--- config.mk ---
export PLATFORM = sky130hd
export DESIGN_NAME = seq_alu
export DESIGN_NICKNAME = d
export VERILOG_FILES = /design/src/rtl/seq_alu.sv
export SDC_FILE = /design/constraint.sdc
export NUM_CORES = 1
export LEC_CHECK = 0
export ABC_AREA = 1
export BUFFER_PORTS_ARGS = -buffer_cell sky130_fd_sc_hd__buf_2
export CAP_MARGIN = 25
export CORE_ASPECT_RATIO = 1.4
export CORE_MARGIN = 4
export CORE_UTILIZATION = 45
export DETAILED_ROUTE_END_ITERATION = 7
export PLACE_DENSITY = 0.71
export SYNTH_ARGS = -nofsm -noshare
export SYNTH_HDL_FRONTEND = slang
export SYNTH_SLANG_ARGS = --single-unit
--- constraint.sdc ---
create_clock -name clk -period 2 [get_ports clk]
set_input_delay 0.3 -clock clk [delete_from_list [all_inputs] [get_ports clk]]
set_output_delay 0.3 -clock clk [all_outputs]
set_load 0.05 [all_outputs]
--- src/rtl/seq_alu.sv ---
// Bit-serial WIDTH-bit logic ALU: latches opcode and operands on start, evaluates
// one result bit per clock LSB first, then publishes F, a one-hot class and zero.
module seq_alu #(
  parameter int WIDTH = 8
) (
  input  logic             clk,
  input  logic             rst,
  input  logic             M,
  input  logic             S1,
  input  logic             S0,
  input  logic [WIDTH-1:0] A,
  input  logic [WIDTH-1:0] B,
  input  logic             start,
  output logic [WIDTH-1:0] F,
  output logic [5:0]       cls,
  output logic             zero,
  output logic             busy,
  output logic             done
);

  localparam int CNT_W = (WIDTH > 2) ? $clog2(WIDTH) : 1;

  typedef enum logic {IDLE, RUN} state_t;

  state_t           state_q, state_d;
  logic [2:0]       op_q, op_d;
  logic [WIDTH-1:0] a_q, a_d;
  logic [WIDTH-1:0] b_q, b_d;
  logic [WIDTH-2:0] sh_q, sh_d;
  logic [CNT_W-1:0] cnt_q, cnt_d;
  logic [WIDTH-1:0] f_q, f_d;
  logic [5:0]       cls_q, cls_d;
  logic             zero_q, zero_d;
  logic             done_q, done_d;
  logic             bit_now;
  logic [WIDTH-1:0] result;

  function automatic logic op_bit(input logic [2:0] op, input logic a, input logic b);
    case (op)
      3'b000, 3'b100: op_bit = a;
      3'b001, 3'b101: op_bit = ~a;
      3'b010:         op_bit = a ^ b;
      3'b011:         op_bit = ~(a ^ b);
      3'b110:         op_bit = a | b;
      default:        op_bit = ~a | b;
    endcase
  endfunction

  function automatic logic [5:0] op_class(input logic [2:0] op);
    case (op)
      3'b000, 3'b100: op_class = 6'b000001;
      3'b001, 3'b101: op_class = 6'b000010;
      3'b010:         op_class = 6'b000100;
      3'b011:         op_class = 6'b001000;
      3'b110:         op_class = 6'b010000;
      default:        op_class = 6'b100000;
    endcase
  endfunction

  always_comb begin
    state_d = state_q;
    op_d    = op_q;
    a_d     = a_q;
    b_d     = b_q;
    sh_d    = sh_q;
    cnt_d   = cnt_q;
    f_d     = f_q;
    cls_d   = cls_q;
    zero_d  = zero_q;
    done_d  = 1'b0;
    bit_now = op_bit(op_q, a_q[cnt_q], b_q[cnt_q]);
    // New bit enters at the MSB; after WIDTH shifts bit 0 has reached the LSB.
    result  = {bit_now, sh_q};
    case (state_q)
      IDLE: begin
        if (start) begin
          op_d    = {M, S1, S0};
          a_d     = A;
          b_d     = B;
          sh_d    = '0;
          cnt_d   = '0;
          state_d = RUN;
        end
      end
      RUN: begin
        sh_d = result[WIDTH-1:1];
        if (cnt_q == CNT_W'(WIDTH - 1)) begin
          f_d     = result;
          cls_d   = op_class(op_q);
          zero_d  = (result == '0);
          done_d  = 1'b1;
          cnt_d   = '0;
          state_d = IDLE;
        end else begin
          cnt_d = cnt_q + 1'b1;
        end
      end
      default: state_d = IDLE;
    endcase
  end

  // Control and published outputs take reset; operand/shift storage does not need it.
  always_ff @(posedge clk) begin
    if (rst) begin
      state_q <= IDLE;
      cnt_q   <= '0;
      f_q     <= '0;
      cls_q   <= '0;
      zero_q  <= 1'b0;
      done_q  <= 1'b0;
    end else begin
      state_q <= state_d;
      cnt_q   <= cnt_d;
      f_q     <= f_d;
      cls_q   <= cls_d;
      zero_q  <= zero_d;
      done_q  <= done_d;
    end
  end

  always_ff @(posedge clk) begin
    op_q <= op_d;
    a_q  <= a_d;
    b_q  <= b_d;
    sh_q <= sh_d;
  end

  assign F    = f_q;
  assign cls  = cls_q;
  assign zero = zero_q;
  assign busy = (state_q == RUN);
  assign done = done_q;

endmodule
## After elaboration in Yosys (flattened, before gate mapping)

Index checks and enable logic that the tools add are counted.
Widths: inputs -> output; s select.

| storage, ports and cells | value |
|---|---|
| flip-flop bits (word level) | 46 |
| bits in latches | 0 |
| RAM bits | 0 |
| bits in read-only memories | 0 |
| bits of input ports | 22 |
| output and inout port bits | 17 |
| memories kept | 0 |

| operators by class | value |
|---|---|
| add/subtract/negate cells | 1 |
| multiply operators | 0 |
| divide/modulo/power cells | 0 |
| $lt $le $gt $ge | 1 |
| equal/unequal tests | 8 |
| shift-type cells | 0 |
| mux-type cells | 15 |
| bitwise gates (word level) | 6 |
| reductions and logical operators | 7 |

Operators by type and width:

| cell | number |
|---|---|
| $pmux 6 s5 | 1 |
| $pmux 7 s2 | 1 |
| $eq 3x3->1 const B | 4 |
| $logic_not 8->1 | 1 |
| $mux 7 | 1 |
| $bmux 1 s3 | 2 |
| $eq 3x2->1 const B | 2 |
| $mux 3 | 2 |
| $pmux 3 s2 | 1 |
| $reduce_or 2->1 | 3 |
| $mux 1 | 5 |
| $pmux 1 s5 | 1 |
| $lt 3x4->1 const B | 1 |
| $reduce_and 2->1 | 2 |
| $add 3x1->3 const B | 1 |
| $eq 3x1->1 const B | 1 |
| $logic_not 3->1 | 1 |
| $not 1->1 | 3 |
| $ne 2x2->1 const B | 1 |
| $or 1x1->1 | 2 |
| $pmux 1 s2 | 1 |
| $xor 1x1->1 | 1 |

## Longest topological paths before layout

| logic depth | value |
|---|---|
| word-level depth | 6 |
| gate-level depth with buffers | 13 |
| mapped depth without buffers | 12 |

## Least setup slack after synthesis

OpenSTA, ideal clock, no wires.

| path | value |
|---|---|
| path type | register to register |
| start | reg state_q (netlist: busy) |
| end | reg a_q[0] (enable) |
| data arrival time | 1.598 ns |
| data required time | 1.605 ns |
| setup slack | 0.007 ns |
| cell stages (with the launch flop) | 3 |
| period minus slack after synthesis | 1.993 ns |
| cells stage by stage | dfxtp_1 -> clkbuf_1 -> nor2_1 |

| between the ends | value |
|---|---|
| word-level cells in the longest chain between the ends | 2 |

RTL lines:

| what | RTL line | text |
|---|---|---|
| start: declaration | 25 | `state_t state_q, state_d;` |
| start signal: assignment | 112 | `state_q <= state_d;` |
| $not 1->1 (no line) | - |  |
| $reduce_and 2->1 (no line) | - |  |
| end signal: assignment | 123 | `a_q <= a_d;` |
| end: declaration | 27 | `logic [WIDTH-1:0] a_q, a_d;` |

Every way passes these cells.
A chain may end at the register's enable or synchronous reset.

## Worst setup path in the final report

| path | value |
|---|---|
| start | reg cnt_q[1] |
| end | reg cls_q[5] (netlist: cls[5]) |

| between the ends | value |
|---|---|
| word-level cells in the longest chain between the ends | 2 |

RTL lines:

| what | RTL line | text |
|---|---|---|
| start: declaration | 30 | `logic [CNT_W-1:0] cnt_q, cnt_d;` |
| start signal: assignment | 113 | `cnt_q <= cnt_d;` |
| $eq 3x3->1 | 87 | `if (cnt_q == CNT_W'(WIDTH - 1)) begin` |
| $reduce_and 2->1 (no line) | - |  |
| end signal: assignment | 115 | `cls_q <= cls_d;` |
| end: declaration | 32 | `logic [5:0] cls_q, cls_d;` |

Every way passes these cells.

==> results.cfg <==
[pwr]
netSwitchingPower_mw = 0.437
p_int_mw = 1.54
p_seq_frac = 0.538
power_density_nw_per_um2 = 847
combPwrFrac = 0.089
sw_frac_of_total = 0.221
ir_drop_v = 0.000541
power_frac_clock = 0.373
power_leakage_nw = 1.14
power_mw = 1.98

[setup_path]
worstPathMaxFanout = 9
slowest_stage = dfxtp_1
cp_slowest_stage_delay_ns = 0.48
cpMostUsedCell = ha_1
crit_family = flip-flops
cp.buffers_inverters = 1
critPathKind = reg2reg
cp-start-kind = flip-flop
worstPathRequired_ns = 2.22
arrival_ns = 1.91
worst_setup_path_end_kind = flip-flop
crit_chain = ha_1 > ha_1 > nand2_1 > nor2_2 > inv_1 > o31ai_1

[global_routing]
grt_pass1_wl_mm = 5.32
grt_max_degree = 20
grt-ovfl-total = 0
antenna_found_initial = 0
grt_pass1_vias = 1222
track_usage = 0.127

[finish]
final_cell_mix = nand2_1, buf_2, inv_1, edfxtp_1, dfxtp_1
multi_input_area_sq_um = 609
finalNonFillerCells = 298
final_common_cell = nand2_1
syn2layout_area_growth_pct = 19.3
fillerInstances = 382
final_area_sq_um = 2330
drive_gt1_frac = 0.273
regArea_sq_um = 1180
num-nets-final = 276
antenna_cells = 0

[routing]
wirelength_mm = 3.16
drt-initial-drc-count = 82
vias = 1404
wl_per_cell_microns = 10.6
antenna_left = 0
drt_pass1_iterations = 4
vias_per_cell = 4.71
drcViolationCount = 0

[clocking]
cts_tree = yes
worstSkewPairLatency_ns = 0.30
cts.path.max_buffers = 2
root_buffer = clkbuf_8
cts_setup_buffers = 0
clock-sinks = 46
cts-htree-levels = 2
cts_buffers = 5
cts.clk_slew.worst_paths_ns = 0.08

[timing]
slew_headroom = 0.644
period_share = 0.848
tightest_slew_ns = 0.533
rsz0062_at_grt = no
min_period_ns = 1.70
setup_viol = 0
drv_slew = 0
fmax_mhz = 589
hold_viol = 0
skew_ns = 0.00723
setup_tns_ns = 0

[logic_synthesis]
yosysUniqueCellTypes = 24
synth_area_sq_um = 1960
ys_seq_area_frac = 0.604
synthAdderAreaFrac = 0.0128
synth.avg_cell_area_sq_um = 9.40
yosys.area_share.simple = 0.250
synth-xor-area-share = 0
synth_area_leader_cell = edfxtp_1
yosys.area.top_type_share = 0.399
ys_warn_count = 0
synth_compound_area_frac = 0.0480
ys_ff_latch = 46
synth_top_family_by_area = simple AND/OR/NAND/NOR gates
muxShareOfSynthArea = 0
syn_nets = 232
synth_area_leaders = edfxtp_1, dfxtp_1, nand2_1, inv_1, nand3_2
synthCells = 208

[placed_design]
placed_area_sq_um = 2200
gp_congestion = 0.795
dp_cells = 290
hpwlAfterDp_mm = 2.35
numPortBuffers = 38

[floorplanning]
core_sq_um = 4200
die_w_microns = 63.7
io_pins = 39
dieHeight_microns = 86
die-area_sq_um = 5480
start_util = 0.465
rows = 28

[flow_run]
max_cap_viol_count = 0

[outcome]
status = complete, no violations

[worst_hold_path]
hold_class = in2reg
-- flip-flops by register name (all words and copies together), names as in the netlist --
signal and count:
F 8, a_q 8, b_q 8, busy 1
cls 6, cnt_q 3, done 1, op_q 3
sh_q 7, zero 1
-- kinds of logic after synthesis --
logic type / Yosys count
fa+ha+maj: 2
flops: 46
compound gates: 15
simple gates: 104
buf+inv: 41
-- synthesized netlist by cell type --
master    count
inv_1        36
o21ai_0       7
nand3_2       8
or2_2         1
dfxtp_1      20
inv_6         1
buf_2         1
edfxtp_1     26
clkbuf_1      1
nor3_1        2
a22o_1        3
nand4_1       1
inv_2         1
nand2_4       1
o31ai_1       2
a21oi_1       2
buf_6         1
nor2_2        2
nor2_1       12
nand3_1      10
nand2_2       6
a211oi_1      1
nand2_1      61
ha_1          2
-- worst reg2reg max path: cells and delay by family (launching register included) --
kind	cells	cell delay, ns
adder cells (fa/ha/maj)	2	0.36
AO/OA/AOI/OAI	1	0.21
flip-flops	1	0.48
buffers and inverters	1	0.20
AND/OR/NAND/NOR	2	0.37
-- repair_timing --
action / CTS / global route
setup endpoints to repair: 0 / 15
gates resized for setup: 0 / 1
hold buffers: 0 / 0
-- per-layer routing --
layer	GRT usage	wire, microns
met5	0	0
met4	0.0766	91
met2	0.208	1540
met3	0.0406	183
met1	0.145	1350
-- metrics by stage --
step / hold slack, ns / setup slack, ns / utilization
global route: 0.158 / 0.105 / 0.555
global placement: 0.432 / 0.156 / 0.523
finish: 0.173 / 0.303 / 0.555
CTS: 0.163 / 0.0584 / 0.554
detailed placement: 0.439 / 0.0848 / 0.523
floorplan: 0.369 / 0.00717 / -
-- power groups by stage --
stage | Sequential, mW | Combinational, mW | Clock, mW
after floorplan | 1.08 | 0.127 | 0
after global placement | 1.09 | 0.173 | 0
after detailed placement | 1.09 | 0.177 | 0
after CTS | 1.06 | 0.178 | 0.754
after global routing | 1.07 | 0.204 | 0.801
final | 1.06 | 0.176 | 0.736
-- final timing paths --
kind            start      end  slack, ns  cells past startpoint
max          cnt_q[1]   cls[5]       0.30                      6
min                 M  op_q[2]       0.17                      1
max reg2reg  cnt_q[1]   cls[5]       0.30                      6
min reg2reg      F[0]     F[0]       0.45                      2
-- final cells by class --
class	instances	area share
clock buffers	8	0.0569
inverters	38	0.0633
repair buffers	40	0.0880
well taps	45	0.0241
multi-input cells	121	0.261
flip-flops and latches	46	0.506
Note: power is estimated with default switching activity, not from simulation.
